[src/rtl/vcortex_lb_seq.sv]
// vcortex_lb_seq: local-bus initiator that loads one frame of PWM duty words
// into the VCORTEX PWM RAM, optionally verifies each word by read-back, then
// enables the PWM generator through the control register.
module vcortex_lb_seq #(
  parameter int unsigned            P_LB_ADDR_W    = 12,
  parameter int unsigned            P_LB_DATA_W    = 16,
  parameter int unsigned            P_NO_CHANNELS  = 16,
  parameter logic [P_LB_ADDR_W-1:0] P_PWM_RAM_BASE = 12'h000,
  parameter logic [P_LB_ADDR_W-1:0] P_CTRL_ADDR    = 12'h100,
  parameter int unsigned            P_TIMEOUT      = 255
) (
  input  logic                   clk_ir,
  input  logic                   rst_il,
  input  logic                   start_ih,
  input  logic                   verify_en_ih,
  output logic                   busy_oh,
  output logic                   done_oh,
  output logic                   err_oh,
  input  logic                   duty_valid_ih,
  input  logic [P_LB_DATA_W-1:0] duty_data_id,
  output logic                   duty_ready_oh,
  output logic                   lb_rd_en_oh,
  output logic                   lb_wr_en_oh,
  output logic [P_LB_ADDR_W-1:0] lb_addr_od,
  output logic [P_LB_DATA_W-1:0] lb_wr_data_od,
  input  logic                   lb_rd_valid_ih,
  input  logic                   lb_wr_valid_ih,
  input  logic [P_LB_DATA_W-1:0] lb_rd_data_id
);

  localparam int unsigned CH_W   = (P_NO_CHANNELS > 1) ? $clog2(P_NO_CHANNELS) : 1;
  localparam int unsigned WAIT_W = 8;
  localparam logic [CH_W-1:0]   LAST_CH  = CH_W'(P_NO_CHANNELS - 1);
  localparam logic [WAIT_W-1:0] TMO_LAST = WAIT_W'(P_TIMEOUT - 1);

  typedef enum logic [3:0] {
    S_IDLE, S_FETCH, S_WR_ISSUE, S_WR_WAIT, S_RD_ISSUE,
    S_RD_WAIT, S_CTRL_ISSUE, S_CTRL_WAIT, S_FIN
  } state_t;

  state_t                 r_state;
  state_t                 w_state_nxt;
  logic [CH_W-1:0]        r_ch;
  logic [WAIT_W-1:0]      r_wait_cnt;
  logic [P_LB_DATA_W-1:0] r_word;
  logic                   r_verify;
  logic                   r_busy;
  logic                   r_done;
  logic                   r_err;
  logic                   r_duty_ready;
  logic                   r_rd_en;
  logic                   r_wr_en;
  logic [P_LB_ADDR_W-1:0] r_addr;
  logic [P_LB_DATA_W-1:0] r_wr_data;

  logic w_start_acc;
  logic w_fetch_acc;
  logic w_advance;
  logic w_ch_inc;
  logic w_ctrl_go;
  logic w_err_set;
  logic w_tmo;

  // Last permitted wait cycle without a response
  assign w_tmo = (r_wait_cnt == TMO_LAST);

  // State register
  always_ff @(posedge clk_ir or negedge rst_il) begin
    if (!rst_il) r_state <= S_IDLE;
    else         r_state <= w_state_nxt;
  end

  // Next-state and per-cycle control decisions
  always_comb begin
    w_state_nxt = r_state;
    w_start_acc = 1'b0;
    w_fetch_acc = 1'b0;
    w_advance   = 1'b0;
    w_ch_inc    = 1'b0;
    w_ctrl_go   = 1'b0;
    w_err_set   = 1'b0;
    case (r_state)
      S_IDLE: begin
        if (start_ih) begin
          w_start_acc = 1'b1;
          w_state_nxt = S_FETCH;
        end
      end
      S_FETCH: begin
        if (duty_valid_ih && r_duty_ready) begin
          w_fetch_acc = 1'b1;
          w_state_nxt = S_WR_ISSUE;
        end
      end
      S_WR_ISSUE: w_state_nxt = S_WR_WAIT;
      S_WR_WAIT: begin
        if (lb_wr_valid_ih) begin
          if (r_verify) w_state_nxt = S_RD_ISSUE;
          else          w_advance   = 1'b1;
        end else if (w_tmo) begin
          w_err_set   = 1'b1;
          w_state_nxt = S_FIN;
        end
      end
      S_RD_ISSUE: w_state_nxt = S_RD_WAIT;
      S_RD_WAIT: begin
        if (lb_rd_valid_ih) begin
          if (lb_rd_data_id != r_word) begin
            w_err_set   = 1'b1;
            w_state_nxt = S_FIN;
          end else begin
            w_advance = 1'b1;
          end
        end else if (w_tmo) begin
          w_err_set   = 1'b1;
          w_state_nxt = S_FIN;
        end
      end
      S_CTRL_ISSUE: w_state_nxt = S_CTRL_WAIT;
      S_CTRL_WAIT: begin
        if (lb_wr_valid_ih) begin
          w_state_nxt = S_FIN;
        end else if (w_tmo) begin
          w_err_set   = 1'b1;
          w_state_nxt = S_FIN;
        end
      end
      S_FIN:   w_state_nxt = S_IDLE;
      default: w_state_nxt = S_IDLE;
    endcase
    // Channel done: either move to the next channel or enable the generator
    if (w_advance) begin
      if (r_ch == LAST_CH) begin
        w_ctrl_go   = 1'b1;
        w_state_nxt = S_CTRL_ISSUE;
      end else begin
        w_ch_inc    = 1'b1;
        w_state_nxt = S_FETCH;
      end
    end
  end

  // Response wait counter: cleared on every issue, counts while waiting
  always_ff @(posedge clk_ir or negedge rst_il) begin
    if (!rst_il) begin
      r_wait_cnt <= '0;
    end else if (r_state == S_WR_ISSUE || r_state == S_RD_ISSUE || r_state == S_CTRL_ISSUE) begin
      r_wait_cnt <= '0;
    end else if (r_state == S_WR_WAIT || r_state == S_RD_WAIT || r_state == S_CTRL_WAIT) begin
      r_wait_cnt <= r_wait_cnt + 1'b1;
    end
  end

  // Frame context: channel index, verify mode, captured duty word, error flag
  always_ff @(posedge clk_ir or negedge rst_il) begin
    if (!rst_il) begin
      r_ch     <= '0;
      r_verify <= 1'b0;
      r_word   <= '0;
      r_err    <= 1'b0;
    end else begin
      if (w_start_acc) begin
        r_ch     <= '0;
        r_verify <= verify_en_ih;
        r_err    <= 1'b0;
      end
      if (w_ch_inc)    r_ch   <= r_ch + 1'b1;
      if (w_fetch_acc) r_word <= duty_data_id;
      if (w_err_set)   r_err  <= 1'b1;
    end
  end

  // Registered outputs decoded from the state being entered
  always_ff @(posedge clk_ir or negedge rst_il) begin
    if (!rst_il) begin
      r_busy       <= 1'b0;
      r_done       <= 1'b0;
      r_duty_ready <= 1'b0;
      r_wr_en      <= 1'b0;
      r_rd_en      <= 1'b0;
      r_addr       <= '0;
      r_wr_data    <= '0;
    end else begin
      r_busy       <= (w_state_nxt != S_IDLE) && (w_state_nxt != S_FIN);
      r_done       <= (w_state_nxt == S_FIN);
      r_duty_ready <= (w_state_nxt == S_FETCH);
      r_wr_en      <= (w_state_nxt == S_WR_ISSUE) || (w_state_nxt == S_CTRL_ISSUE);
      r_rd_en      <= (w_state_nxt == S_RD_ISSUE);
      if (w_fetch_acc) begin
        r_addr    <= P_PWM_RAM_BASE + P_LB_ADDR_W'(r_ch);
        r_wr_data <= duty_data_id;
      end else if (w_ctrl_go) begin
        r_addr    <= P_CTRL_ADDR;
        r_wr_data <= P_LB_DATA_W'(1);
      end
    end
  end

  assign busy_oh       = r_busy;
  assign done_oh       = r_done;
  assign err_oh        = r_err;
  assign duty_ready_oh = r_duty_ready;
  assign lb_wr_en_oh   = r_wr_en;
  assign lb_rd_en_oh   = r_rd_en;
  assign lb_addr_od    = r_addr;
  assign lb_wr_data_od = r_wr_data;

endmodule

[config.mk]
export PLATFORM = sky130hd
export DESIGN_NAME = vcortex_lb_seq
export DESIGN_NICKNAME = d
export VERILOG_FILES = /design/src/rtl/vcortex_lb_seq.sv
export SDC_FILE = /design/constraint.sdc
export NUM_CORES = 1
export LEC_CHECK = 0
export ABC_AREA = 1
export BUFFER_PORTS_ARGS = -buffer_cell sky130_fd_sc_hd__buf_2
export CORE_ASPECT_RATIO = 1.1
export CORE_UTILIZATION = 50
export DETAILED_ROUTE_END_ITERATION = 10
export HOLD_SLACK_MARGIN = 0.12
export PLACE_DENSITY = 0.76
export RECOVER_POWER = 100
export SLEW_MARGIN = 40
export SYNTH_ARGS = -nofsm -noshare
export SYNTH_HDL_FRONTEND = slang
export SYNTH_SLANG_ARGS = --single-unit
[constraint.sdc]
create_clock -name clk_ir -period 3.1 [get_ports clk_ir]
set_input_delay 0.775 -clock clk_ir [delete_from_list [all_inputs] [get_ports clk_ir]]
set_output_delay 0.775 -clock clk_ir [all_outputs]
set_load 0.005 [all_outputs]
Word-level counts from Yosys, hierarchy flattened
Index checks and enable logic that the tools add are counted.

cells by class
  add/sub/neg operators = 2
  bitwise logic cells = 0
  muxes and demuxes = 39
  $mul = 0
  reduce and logical (&&, ||, !) cells = 14
  $lt $le $gt $ge = 0
  equal/unequal tests = 16
  divide/modulo/power cells = 0
  shift operators = 0

operators with widths
  kind                                                 count
  two-way mux 4 bit                                    11
  two-way mux 16 bit                                   2
  case mux 4 bit (8 select lines)                      1
  equality test 4 x 3 -> 1 bit, second input constant  6
  two-way mux 12 bit                                   2
  two-way mux 1 bit                                    18
  two-way mux 8 bit                                    2
  inequality test 16 bit                               1
  equality test 4 x 2 -> 1 bit, second input constant  3
  adder 8 x 1 -> 8 bit, second input constant          1
  equality test 4 x 1 -> 1 bit, second input constant  2
  equality test 4 bit, second input constant           2
  equality test 8 bit, second input constant           1
  nonzero test 2 bit                                   4
  logical OR 1 bit                                     5
  adder 4 x 1 -> 4 bit, second input constant          1
  logical NOT 4 bit                                    1
  inequality test 4 bit, second input constant         1
  case mux 1 bit (2 select lines)                      2
  nonzero test 4 bit                                   1
  two-way mux 3 bit                                    1
  logical AND 1 bit                                    2
  OR reduction 2 bit                                   1

storage, ports and cells
  bits in read-only memories = 0
  RAM bits = 0
  input port bits = 39
  word-level logic and storage cells = 84
  output and inout bits = 34
  memories = 0
  latch bits = 0
  register bits = 67

Longest topological paths before layout
Gate-level depths: netlist (run 1).

  word-level depth = 7
  gate-level depth with buffers = 14

Least setup slack after synthesis (run 1)
Ideal clock, no wire load.

  path kind = input-to-reg
  start = in lb_rd_data_id[1]
  end = reg r_addr[2], in the netlist lb_addr_od[2]
  setup time = 0.129 ns
  arrival = 1.682 ns
  setup slack = 1.289 ns
  path buffers = 1
  stages = 12
  path through = inv_1 -> nand2_1 -> nand2_1 -> nor2_1 -> nand2_1 -> nor2_2 -> nand4_4 -> nand2_4 -> nand2_4 -> buf_6 -> nand3_1 -> o21ai_1

on the way
  longest elaborated chain between the ends = 6

ends and longest elaborated chain
  what                                 RTL line  RTL
  start: declaration                   28        input logic [P_LB_DATA_W-1:0] lb_rd_data_id
  inequality test 16 bit               108       if (lb_rd_data_id != r_word) begin
  two-way mux 1 bit                    108
  two-way mux 1 bit                    107       if (lb_rd_valid_ih) begin
  case mux 1 bit (2 select lines)      82        case (r_state)
  two-way mux 1 bit                    132       if (w_advance) begin
  nonzero test 2 bit (no source line)  -
  end signal: assignment               190       r_addr <= P_PWM_RAM_BASE + P_LB_ADDR_W'(r_ch);
  end: declaration                     53        logic [P_LB_ADDR_W-1:0] r_addr;

Every way passes these cells.
A chain may end at the register's enable or synchronous reset.

Worst setup path after layout (run 1)
  start = reg r_state[0]
  end = reg r_wr_data[4], in the netlist lb_wr_data_od[4]

on the way
  longest elaborated chain between the ends = 4
  elaborated cells between the ends (all ways) = 8

ends and longest elaborated chain
  what                                                                                 RTL line  RTL
  start: declaration                                                                   41        state_t r_state;
  start signal: assignment                                                             70        else r_state <= w_state_nxt;
  equality test 4 x 3 -> 1 bit / equality test 4 x 2 -> 1 bit (equally long branches)  82
  case mux 1 bit (2 select lines)                                                      82
  two-way mux 1 bit                                                                    132
  nonzero test 2 bit (no source line)                                                  -
  end signal: assignment                                                               191       r_wr_data <= duty_data_id;
  end: declaration                                                                     54        logic [P_LB_DATA_W-1:0] r_wr_data;

Several ways; a longest one is shown, not always the timed one.

==> results of run 1 <==
## cells by family after synthesis
logic type | count (synthesis) | share of synthesized area (%)
xor gates and xnor gates | 4 | 1.18
other | 1 | 0.126
and+or+nand+nor | 170 | 25.1
adders and majority gates | 3 | 1.26
DFF | 60 | 50.5
AOI/OAI and AO/OA | 54 | 10.2
muxes | 1 | 0.379
buffers and inverters | 77 | 11.2
## power breakdown
| part | leakage, nW | total [mW] | switching, mW | internal, mW |
|---|---|---|---|---|
| sequential | 0.770 | 1.28 | 0.190 | 1.09 |
| clock | 0.0848 | 0.587 | 0.288 | 0.299 |
| combinational | 1.09 | 1.03 | 0.615 | 0.411 |
## critical path, cell delays in order, from the launching register on
cell      delay, ps
dfrtp_1         380
inv_1           110
nor2_1          200
nand4_1         520
clkbuf_2        580
nand3_1         200
o21ai_0         110
## cell usage in the layout, fill, tap and decap left out, drive strengths merged, types with 4 or more instances in the layout
cell / Yosys / final
buf: 11 / 56
conb: 1 / 7
nor3: 4 / 4
dfrtp: 60 / 60
nand2: 93 / 93
inv: 62 / 62
nand4: 6 / 6
o21ai: 35 / 35
nand3: 34 / 34
clkbuf: 4 / 23
nor2: 33 / 33
a21oi: 13 / 13
## final cells by class
cell class,instances,area share (%)
clock buffer,11,4.11
clock inverter,3,0.436
inverter,62,6.76
timing repair buffer,68,9.48
tap,77,2.80
sequential,60,43.6
multi-input combinational,239,32.8
## Yosys cell counts
library cell and instances:
ha_1 3, nand2_1 91, o211ai_1 1, nor2_2 4
buf_4 7, nand3_1 34, mux2_2 1, buf_2 2
nand4_1 4, nand4_4 1, o21ai_1 11, nand4_2 1
o211a_1 1, nand2_4 2, a21oi_1 9, inv_1 58
conb_1 1, nor3_1 4, o22ai_1 2, o21ai_0 24
nor2_1 29, xor2_1 1, clkbuf_1 4, xnor2_1 3
a21oi_2 4, buf_6 2, o311ai_0 2, dfrtp_1 60
inv_2 4
## registers in the layout, summed over array words and instances, names as in the netlist
register and cells:
r_word 16, lb_rd_en_oh 1, busy_oh 1, duty_ready_oh 1, lb_wr_data_od 16, r_state 4
r_wait_cnt 8, err_oh 1, done_oh 1, lb_wr_en_oh 1, r_verify 1, lb_addr_od 5
r_ch 4
## stage by stage
stage                     instances  setup slack [ps]  hold slack (ps)  cell area (sq um)
after floorplan                 376              1290              457               2990
after global placement          506               974              476               3340
after detailed placement        506               946              486               3340
after CTS                       520              1270              444               3490
after global routing            520               539              522               3440
final                           520               840              496               3440
## metal layers
layer	track usage [%]	up-vias	routed length (um)	part of all wire, %
met3	5.70	10	427	7.0
met2	34.7	88	2980	48
met5	0	-	0	0
li1	-	1292	-	-
met4	7.74	0	102	1.7
met1	28.2	1170	2630	43
## how the worst max path moves through the flow
| stage | endpoint | from | depth (start not counted) |
|---|---|---|---|
| after global placement | lb_wr_data_od[0]$_DFFE_PN0P_ | lb_rd_data_id[5] | 13 |
| after detailed placement | lb_wr_data_od[0]$_DFFE_PN0P_ | lb_rd_data_id[5] | 13 |
| after global routing | r_state[2]$_DFF_PN0_ | rst_il | 2 |
| final | lb_wr_data_od[4]$_DFFE_PN0P_ | r_state[0]$_DFF_PN0_ | 6 |
| after floorplan | lb_addr_od[2]$_DFFE_PN0P_ | lb_rd_data_id[1] | 12 |
| after CTS | lb_wr_data_od[0]$_DFFE_PN0P_ | lb_rd_data_id[5] | 13 |
==> out/metrics.csv, run 1 <==
stage;metric;value;unit
sta;Final Hold Vio Count;0;
synth;Cells after Synth;370;
min_path;Worst Hold End;lb_wr_data_od[15]$_DFFE_PN0P_;
job;Max-Cap Viols;1;
route;starting DRC count in detailed routing;156;
run_status;outcome;finished with violations;
synth;Warnings, synthesis;0;
synth;post-synth top area share;50.5;%
worst_setup_path;Reg2Reg Setup Slack;840;ps
grt;Total Routing Usage GR;21.7;%
floorplan;Top-Level Pins;73;
run_status;failing checks;max-capacitance violations, max-slew violations;
finish;area of the multi-input gates;1130;sq um
finish;share of cells above drive strength 1;17.4;%
route;drt drc;0;
cts;postcts setup bufs;0;
worst_setup_path;CP Max Fanout;43;
min_path;Hold Crit Class;reg -> reg;
finish;FF/Latch Area;1500;sq um
pwr;Overall Power;2.89;mW
route;Via density;4.92;
cts;post_cts resized;0;
worst_setup_path;Worst R2R End;lb_wr_data_od[4]$_DFFE_PN0P_;
cts;Root Driver;clkbuf_8;
floorplan;initial core utilization;51.8;%
synth;Seq/Total Area, Yosys;50.5;%
cts;CTS tree;yes;
worst_setup_path;CP required;3280;ps
synth;Mapped Avg Cell Area;8.03;sq um
finish;filler cell count;548;
place;HPWL Detailed;4540;um
worst_setup_path;reg2reg start;r_state[0]$_DFF_PN0_;
synth;cell taking the most area after synthesis;dfrtp_1;
grt;number of global-route vias before repair;2491;
worst_setup_path;Critical Path AT;2440;ps
synth;synth top area cells;dfrtp_1 (51%), nand2_1 (11%), inv_1 (7.3%), nand3_1 (5.7%), o21ai_0 (4.0%);
floorplan;Die ar.;6260;sq um
finish;Syn-to-layout area delta;15.9;%
sta;final cycle utilization of the critical path;72.9;%
finish;fin nets;482;
finish;final core utilization;60.1;%
sta;Worst Max-Slew Pin Slew;1860;ps
route;Routed WL per cell;11.8;um
sta;Tmin final;2260;ps
route;drt total wl;6140;um
worst_setup_path;Worst setup SP type;flop;
sta;worst rel slew slack;-23.8;%
sta;Setup Viol. Count Final;0;
min_path;HP Start;lb_wr_data_od[15]$_DFFE_PN0P_;
place;I/O Buffers;65;
worst_setup_path;reg2reg path depth;6;
grt;initial antenna violation count;0;
cts;clk buf depth;2;
cts;CTS Buf Count;9;
place;RePlAce Congestion;0.827;
synth;post-synth cell types;29;
sta;unrepaired setup endpoints after global routing;false;
floorplan;width of the die;75.5;um
route;drt first pass iters;4;
grt;grt total ovfl;0;
pwr;Max VDD drop;0.485;mV
grt;first-pass GRT wire length;10500;um
cts;CTS Sinks;60;
synth;Syn Std Cell Area;2970;sq um
sta;final max-slew violation count;36;
pwr;Lkg Pwr;1.94;nW
pwr;PwrDens;841;nW/um^2
grt;pin count of the biggest net entering global routing;44;
min_path;cell depth of the worst hold path;2;
sta;Final TNS setup;0;ps
sta;Fmax;442;MHz
cts;Reg clk slew, reported paths;60;ps
cts;hold buffer count at cts;0;
worst_setup_path;Setup crit end kind;flop;
synth;FF+latch count, synth;60;
route;ANT nets after route;0;
cts;H-tree depth;3;
floorplan;# rows;29;
sta;Clock Skews;4.36;ps
finish;Ant. Diodes;0;
floorplan;DIE HEIGHT;82.9;um
cts;latest clock arrival within the worst-skew pair;330;ps
route;vias;2560;
floorplan;core box area;5730;sq um
worst_setup_path;Crit Path Category;reg -> reg;
Note: power is estimated with default switching activity, not from simulation.
==> run 2: changes to the inputs <==
==> constraint.sdc (replaced) <==
create_clock -name clk_ir -period 2.21 [get_ports clk_ir]
set_input_delay 0.5525 -clock clk_ir [delete_from_list [all_inputs] [get_ports clk_ir]]
set_output_delay 0.5525 -clock clk_ir [all_outputs]
set_load 0.005 [all_outputs]
==> run 2 against run 1 <==
- register-to-register slack got worse by 510 ps
- maximum frequency grew 20%
- the run now ends clean
- combinational power increased by 41%
- largest cell class unchanged
- clock-buffer cell count is the same
- critical path type unchanged
- clock power up 68%
- non-clock buffer count did not move
- power grew 47%
- critical endpoint is now lb_wr_data_od[8]$_DFFE_PN0P_
- highest routed layer unchanged
- worst setup slack got worse by 510 ps
- utilization increased by 1.2 points
- hold slack lost 67 ps
==> out/metrics.csv, run 2 (same netlist as run 1, synthesis figures left out) <==
stage;metric;value;unit
run_status;outcome;finished, final reports clean;
sta;Clock Skews;8.64;ps
worst_setup_path;CP Max Fanout;24;
pwr;Int Pwr;2.70;mW
sta;Setup Viol. Count Final;0;
cts;H-tree depth;3;
worst_setup_path;top cell family by delay on the critical path;simple AND/OR/NAND/NOR gates;
cts;CTS tree;yes;
finish;Ant. Diodes;0;
cts;Reg clk slew, reported paths;70;ps
route;drt total wl;6070;um
route;vias;2549;
route;ANT nets after route;0;
finish;commonest cells after routing, fill and taps aside;nand2_1 (91), inv_1 (61), dfrtp_1 (60);
sta;Final Hold Vio Count;0;
worst_setup_path;Setup crit end kind;flop;
worst_setup_path;Crit path top cell by count;nand2_1;
route;drt first pass iters;4;
place;Placement Setup Slack;296;ps
sta;Worst Max-Slew Pin Slew;1460;ps
sta;Final WS setup;325;ps
finish;FF/Latch Area;1500;sq um
grt;Total Routing Usage GR;22.1;%
grt;first-pass GRT wire length;10500;um
finish;filler cell count;552;
sta;Final TNS setup;0;ps
worst_setup_path;Worst setup SP type;flop;
cts;Root Driver;clkbuf_8;
cts;latest clock arrival within the worst-skew pair;340;ps
worst_setup_path;cell-by-cell trace of the critical path;nand2_1 > nand2_1 > nor2_1 > nand2_1 > nor2_1 > nand4_4 > nand2_4 > nand2_2 > nand3_1 > o21ai_0;
min_path;Hold Crit Class;in -> reg;
route;starting DRC count in detailed routing;126;
grt;pin count of the biggest net entering global routing;61;
grt;grt total ovfl;0;
finish;Syn-to-layout area delta;18.1;%
pwr;sw frac;36.4;%
floorplan;# rows;29;
place;RePlAce Congestion;0.794;
floorplan;initial core utilization;51.8;%
floorplan;Die ar.;6260;sq um
floorplan;width of the die;75.5;um
finish;fin nets;482;
route;Via density;4.88;
grt;initial antenna violation count;0;
place;I/O Buffers;65;
sta;worst rel slew slack;2.76;%
worst_setup_path;CP required;2410;ps
cts;CTS Sinks;60;
worst_setup_path;CP peak stage delay;400;ps
pwr;clock power share;23.2;%
floorplan;DIE HEIGHT;82.9;um
cts;clk buf depth;2;
pwr;PwrDens;1210;nW/um^2
pwr;Psw;1.55;mW
worst_setup_path;CP max-delay cell;dfrtp_1;
place;HPWL Detailed;4350;um
pwr;Max VDD drop;0.649;mV
pwr;combinational power share;34.2;%
pwr;Lkg Pwr;1.97;nW
pwr;sequential share of power;42.5;%
sta;final cycle utilization of the critical path;85.3;%
finish;share of cells above drive strength 1;19.6;%
worst_setup_path;Critical Path AT;2090;ps
floorplan;Top-Level Pins;73;
route;drt drc;0;
cts;CTS Buf Count;9;
finish;most common cell after layout, fill and taps aside;nand2_1;
grt;number of global-route vias before repair;2433;
sta;unrepaired setup endpoints after global routing;false;
cts;postcts setup bufs;0;
job;Max-Cap Viols;0;
worst_setup_path;WP buf/inv;0;
sta;Fmax;531;MHz
finish;area of the multi-input gates;1140;sq um
sta;final max-slew violation count;0;
worst_setup_path;Crit Path Category;reg -> reg;
floorplan;core box area;5730;sq um
sta;Tmin final;1880;ps
cts;hold buffer count at cts;0;
route;Routed WL per cell;11.6;um
cts;post_cts resized;0;
==> run 2: worst reg2reg max path, stage by stage (launching register included) <==
cell     delay [ps]
dfrtp_1         400
nand2_1          90
nand2_1          50
nor2_1          110
nand2_1          80
nor2_1          210
nand4_4         150
nand2_4         100
nand2_2         280
nand3_1         180
o21ai_0         110
==> run 2: final timing paths <==
| path | startpoint | endpoint | slack [ps] | cells after the start |
|---|---|---|---|---|
| max in group asynchronous | rst_il | lb_wr_data_od[12]$_DFFE_PN0P_ | 690 | 2 |
| hold reg to reg | r_wait_cnt[3]$_DFFE_PN0P_ | r_wait_cnt[3]$_DFFE_PN0P_ | 490 | 1 |
| min in group asynchronous | rst_il | r_word[0]$_DFFE_PN0P_ | 650 | 2 |
| setup reg to reg | r_word[5]$_DFFE_PN0P_ | lb_wr_data_od[8]$_DFFE_PN0P_ | 330 | 10 |
| setup / recovery | r_word[5]$_DFFE_PN0P_ | lb_wr_data_od[8]$_DFFE_PN0P_ | 330 | 10 |
| hold / removal | duty_data_id[15] | lb_wr_data_od[15]$_DFFE_PN0P_ | 430 | 3 |
==> run 2: power groups by stage <==
stage | registers, mW | clock network [mW] | logic [mW]
after detailed placement | 1.82 | 0 | 1.52
after global placement | 1.81 | 0 | 1.47
after CTS | 1.81 | 1.01 | 1.54
final | 1.81 | 0.987 | 1.45
after global routing | 1.85 | 1.06 | 1.70
after floorplan | 1.79 | 0 | 1.01
==> run 2: layout make-up <==
type / instances / area share (%)
Sequential cell: 60 / 42.8
Multi-Input combinational cell: 239 / 32.5
Timing Repair Buffer: 68 / 9.59
Inverter: 62 / 6.63
Clock buffer: 11 / 4.31
Tap cell: 77 / 2.75
Clock inverter: 5 / 1.43
==> run 2: metal layers <==
layer | vias up | part of all wire (%) | global-route usage (%)
met4 | 0 | 1.5 | 8.59
met1 | 1186 | 45 | 29.6
li1 | 1291 | - | -
met5 | - | 0 | 0
met2 | 63 | 48 | 34.4
met3 | 9 | 5.3 | 5.10
==> run 2: through the flow <==
stage	hold slack [ps]	power, mW	instance area (sq um)	cells	util [%]
after CTS	219	4.35	3560	522	62.2
after global routing	441	4.61	3510	522	61.2
after floorplan	257	2.80	2990	376	-
final	429	4.25	3510	522	61.2
after detailed placement	483	3.34	3360	506	58.7
after global placement	472	3.28	3360	506	58.7
